**src/rtl/lsu_access_ctrl.sv**
```systemverilog
// MEM-stage load/store sequencer: splits byte/half/word accesses into aligned word beats.
// Build option LSU_MISALIGN_SPLIT_EN: when defined, word-crossing accesses issue two beats instead of being refused.
module lsu_access_ctrl #(
  parameter int ADDR_W = 32,
  parameter int DATA_W = 32
) (
  input  logic              i_clk,
  input  logic              i_reset,
  input  logic              i_req,
  input  logic              i_we,
  input  logic [2:0]        i_sl_sel,
  input  logic [ADDR_W-1:0] i_addr,
  input  logic [DATA_W-1:0] i_wdata,
  output logic              o_busy,
  output logic              o_done,
  output logic [DATA_W-1:0] o_rdata,
  output logic              o_misaligned,
  output logic              o_mem_req,
  output logic              o_mem_we,
  output logic [ADDR_W-1:0] o_mem_addr,
  output logic [DATA_W-1:0] o_mem_wdata,
  output logic [3:0]        o_mem_bmask,
  input  logic              i_mem_ack,
  input  logic [DATA_W-1:0] i_mem_rdata
);

`ifdef LSU_MISALIGN_SPLIT_EN
  localparam bit SPLIT_EN = 1'b1;
`else
  localparam bit SPLIT_EN = 1'b0;
`endif

  typedef enum logic [1:0] {IDLE, BEAT0, BEAT1, DONE} state_t;
  state_t state;

  logic              valid_in, cross_in, refuse_in;
  logic [2:0]        size_in;
  logic [3:0]        smask_in;
  logic [2*DATA_W-1:0] sh_data_in;
  logic [7:0]        sh_mask_in;

  logic              we_q, cross_q;
  logic [2:0]        sel_q;
  logic [1:0]        off_q;
  logic [DATA_W-1:0] wdata_hi_q, w0_q;
  logic [3:0]        mask_hi_q;

  always_comb begin
    valid_in = 1'b1;
    size_in  = 3'd1;
    smask_in = 4'b0001;
    case (i_sl_sel)
      3'b001, 3'b100: begin size_in = 3'd1; smask_in = 4'b0001; end
      3'b010, 3'b101: begin size_in = 3'd2; smask_in = 4'b0011; end
      3'b011:         begin size_in = 3'd4; smask_in = 4'b1111; end
      default:        valid_in = 1'b0;
    endcase
    cross_in  = ({1'b0, i_addr[1:0]} + size_in) > 3'd4;
    refuse_in = cross_in && !SPLIT_EN;
  end

  // Both beats' lanes come from one 64-bit shift; the high half is kept for BEAT1.
  assign sh_data_in = {{DATA_W{1'b0}}, i_wdata} << {i_addr[1:0], 3'b000};
  assign sh_mask_in = {4'b0000, smask_in} << i_addr[1:0];

  assign o_busy = (state != IDLE) || (i_req && i_reset);

  function automatic logic [31:0] merge(input logic [63:0] d, input logic [1:0] off,
                                        input logic [2:0] sel);
    logic [31:0] s;
    s = 32'(d >> {off, 3'b000});
    case (sel)
      3'b001:  return {{24{s[7]}}, s[7:0]};
      3'b100:  return {24'd0, s[7:0]};
      3'b010:  return {{16{s[15]}}, s[15:0]};
      3'b101:  return {16'd0, s[15:0]};
      default: return s;
    endcase
  endfunction

  always_ff @(posedge i_clk or negedge i_reset) begin
    if (!i_reset) begin
      state        <= IDLE;
      o_done       <= 1'b0;
      o_rdata      <= '0;
      o_misaligned <= 1'b0;
      o_mem_req    <= 1'b0;
      o_mem_we     <= 1'b0;
      o_mem_addr   <= '0;
      o_mem_wdata  <= '0;
      o_mem_bmask  <= '0;
      we_q         <= 1'b0;
      cross_q      <= 1'b0;
      sel_q        <= '0;
      off_q        <= '0;
      wdata_hi_q   <= '0;
      mask_hi_q    <= '0;
      w0_q         <= '0;
    end else begin
      o_done       <= 1'b0;
      o_misaligned <= 1'b0;
      case (state)
        IDLE: if (i_req) begin
          we_q       <= i_we;
          sel_q      <= i_sl_sel;
          off_q      <= i_addr[1:0];
          cross_q    <= cross_in;
          wdata_hi_q <= sh_data_in[2*DATA_W-1:DATA_W];
          mask_hi_q  <= sh_mask_in[7:4];
          if (!valid_in || refuse_in) begin
            state        <= DONE;
            o_done       <= 1'b1;
            o_rdata      <= '0;
            o_misaligned <= valid_in && refuse_in;
          end else begin
            state       <= BEAT0;
            o_mem_req   <= 1'b1;
            o_mem_we    <= i_we;
            o_mem_addr  <= {i_addr[ADDR_W-1:2], 2'b00};
            o_mem_wdata <= i_we ? sh_data_in[DATA_W-1:0] : '0;
            o_mem_bmask <= i_we ? sh_mask_in[3:0] : 4'b0000;
          end
        end
        BEAT0: if (i_mem_ack) begin
          w0_q <= i_mem_rdata;
          if (cross_q) begin
            // Request stays up; only the address and lanes move to the next word.
            state       <= BEAT1;
            o_mem_addr  <= o_mem_addr + ADDR_W'(4);
            o_mem_wdata <= we_q ? wdata_hi_q : '0;
            o_mem_bmask <= we_q ? mask_hi_q : 4'b0000;
          end else begin
            state       <= DONE;
            o_mem_req   <= 1'b0;
            o_mem_we    <= 1'b0;
            o_mem_wdata <= '0;
            o_mem_bmask <= 4'b0000;
            o_done      <= 1'b1;
            o_rdata     <= we_q ? '0 : merge({32'd0, i_mem_rdata}, off_q, sel_q);
          end
        end
        BEAT1: if (i_mem_ack) begin
          state        <= DONE;
          o_mem_req    <= 1'b0;
          o_mem_we     <= 1'b0;
          o_mem_wdata  <= '0;
          o_mem_bmask  <= 4'b0000;
          o_done       <= 1'b1;
          o_misaligned <= 1'b1;
          o_rdata      <= we_q ? '0 : merge({i_mem_rdata, w0_q}, off_q, sel_q);
        end
        default: state <= IDLE;
      endcase
    end
  end

endmodule

```
**config.mk**
```make
export PLATFORM = sky130hd
export DESIGN_NAME = lsu_access_ctrl
export DESIGN_NICKNAME = d
export VERILOG_FILES = /design/src/rtl/lsu_access_ctrl.sv
export SDC_FILE = /design/constraint.sdc
export NUM_CORES = 1
export LEC_CHECK = 0
export BUFFER_PORTS_ARGS = -buffer_cell sky130_fd_sc_hd__buf_2
export CORE_MARGIN = 1
export CORE_UTILIZATION = 35
export DETAILED_ROUTE_END_ITERATION = 10
export MAX_ROUTING_LAYER = met4
export SYNTH_ARGS = -nofsm -noshare
export SYNTH_HDL_FRONTEND = slang
export SYNTH_SLANG_ARGS = --single-unit
```
**constraint.sdc**
```tcl
create_clock -name i_clk -period 2.5 [get_ports i_clk]
set_input_delay 0.25 -clock i_clk [delete_from_list [all_inputs] [get_ports i_clk]]
set_output_delay 0.25 -clock i_clk [all_outputs]
set_load 0.005 [all_outputs]
```
==> results.cfg <==
[critical_path]
timing.rr.start = state[0]
ff2ff_path_depth = 9
cp.arrival_ps = 2710
required_ps = 2870
rrSetupSlack_ps = 160
setup.worst_path.class = flop to flop
critical_path.max_fanout = 8
cp-start-kind = flop
r2r_end = o_rdata[25]
end_kind = flop

[power]
ir_drop_mv = 0.6130
p_sw_mw = 7.462
p_total_mw = 16.68
p_comb_frac = 0.541
p_per_area_nw_per_um2 = 1327
power_frac_clock = 0.159
power_frac_seq = 0.300
switching_share = 0.4473
p_leak_nw = 5.770
p_int_mw = 9.221

[place]
portBuffers = 206
dp_cells = 1687
dp_hpwl_um = 23900
routabilityCongestion = 0.9073

[finish]
final_util = 0.4511
seqCellArea_um2 = 4255
fin_cells = 1725
layout.nets = 1440
layout-drive-gt1-share = 0.3008
layout_commonest_cell = buf_2
area_delta_synth_final_pct = 26.77
final_cell_mix = buf_2 (205), dfrtp_1 (169), nand2_1 (158)
multiInputGateArea_um2 = 5398
fillers = 2744

[routing]
viasPerCell = 5.496
dr_total_vias = 9480
postRouteAntennaNets = 0
drt_drc_violations_left = 0
wl_per_cell_um = 18.74
drt_iter0_markers = 793
dr.pass1.iters = 5
routed_wl_um = 32330

[clock_network]
clk-insertion-delay-late_ps = 440
cts_root_buf = clkbuf_16
cts_made_buffers = 17
clk_pin_slew_ps = 80
clock_sinks = 170
clockBufferDepth = 2
htree_levels = 4
cts_tree = built

[hold_path]
hold-path-endpoint = wdata_hi_q[20]
hp-start = i_wdata[28]
min_path_type = input pin to flop
hold_depth = 2

[synthesis]
ys_types = 74
netlist_area_um2 = 9913
synth-async-reset-ratio = 1.000
avgSynthCellArea_um2 = 8.996
synth_edf_count = 0
ys_warn_count = 0
syn-instance-count = 1102
dominantRegCellSynth = dfrtp_1
synth.yosys.seq_area_share = 0.4291
ys_ff_latch = 170

[sta]
maxSlewViolCount = 0
tns_ps = 0
rsz0062_at_grt = false
holdWs_ps = 72.09
hold_viol_final = 0
fmax_mhz = 427.7
period_minus_slack_ps = 2338
period_share = 0.9351
final.setup_skew_ps = 16.46
tightest_slew_ps = 615.9
setup_viol = 0
relSlewSlack = 0.5883

[die]
core-area_um2 = 27860
die_y_um = 170.3
num_rows = 61
dieArea_um2 = 29000
io-pin-count = 209
die_x_um = 170.3
start_util = 0.3559

[status]
status = finished, final reports clean

[global_routing]
grt-ovfl-total = 0
gr-usage-all-layers = 0.2343
grt_first_pass_wirelength_um = 51070
grt_pass1_vias = 9265
grt_max_degree = 60
grt_antenna_before_repair = 2

[run]
max_cap_violations = 0
-- what timing repair did --
action	in CTS	in global routing
hold buffers	1	0
endpoints found under the setup margin	0	27
buffers inserted	0	1
gates resized for setup	0	10
endpoints found under the hold margin	42	0
-- power by group through the flow --
stage          sequential (mW)  clock [mW]  combinational, mW
6_report                  5.01        2.65               9.02
5_1_grt                   5.18        2.80               9.96
4_1_cts                   5.00        2.70               9.00
3_5_place_dp              5.05           0               8.98
3_3_place_gp              5.02           0               8.87
2_1_floorplan             4.81           0               5.74
-- metal layers --
layer / track usage / share of wire
met1: 0.3103 / 0.45
met2: 0.3658 / 0.47
met3: 0.03372 / 0.054
met4: 0.08108 / 0.026
met5: - / 0
-- sequential cells by signal (all words and copies together), names as in the netlist, 3 cells and up --
name	flops
mask_hi_q	3
o_mem_addr	30
o_mem_bmask	4
o_mem_wdata	32
o_rdata	32
sel_q	3
w0_q	32
wdata_hi_q	24
-- synth_stat cells (all sizes together), types with 6 or more instances --
master	number	area, um2
nand3	18	90.09
o21ai	81	405.4
clkbuf	43	161.4
mux2i	69	690.7
nand4	26	162.7
a22o	17	148.9
a31oi	6	43.79
a221oi	21	183.9
nand2	159	596.8
nor3	18	95.09
nor2	95	359.1
o22ai	41	256.5
dfrtp	170	4254
buf	38	191.4
inv	17	63.81
a211o	9	78.83
and2	10	62.56
a21oi	81	405.4
a41o	10	100.1
o41ai	6	52.55
a211oi	11	87.58
mux2	45	506.7
or3	6	42.54
nor2b	13	81.33
-- through the flow --
stage	cell area [um2]	setup WS (ps)
floorplan	10060	-119.6
global placement	11910	-292.2
detailed placement	11910	-353.6
CTS	12500	100.1
global route	12560	1.089
finish	12570	162.2
-- worst max-delay path by stage --
stage | startpoint | end | slack, ps
6_report | state[0] | o_rdata[25] | 160
5_1_grt | state[0] | o_rdata[31] | 1
3_5_place_dp | i_sl_sel[1] | o_mem_addr[17] | -350
3_3_place_gp | i_sl_sel[1] | o_rdata[17] | -290
4_1_cts | i_sl_sel[1] | o_mem_bmask[2] | 100
2_1_floorplan | i_sl_sel[2] | o_rdata[17] | -120
-- layout make-up --
class	instances	area share
sequential	170	0.3386
clock inverter	15	0.01235
multi-input combinational	834	0.4295
antenna	4	0.0007965
tap	378	0.03763
inverter	18	0.005675
clock buffer	17	0.03385
timing repair buffer	289	0.1416
-- worst max-delay path, stage by stage, from the launching register on --
cell and delay [ps]:
dfrtp_1 410, inv_1 80, ha_1 290, nor2b_1 160, o221a_2 260, o311ai_4 120
buf_12 160, or2_2 340, a31oi_4 280, a22o_1 180
-- logic make-up after synthesis --
logic type / share of synthesized area
AO/OA/AOI/OAI: 0.2152
XOR/XNOR: 0.006185
adder cells (fa/ha/maj): 0.008330
buffers and inverters: 0.04241
flip-flops: 0.4291
multiplexers: 0.1231
other: 0.0003783
AND/OR/NAND/NOR: 0.1753
No activity file was read; power rests on OpenSTA's default activity.
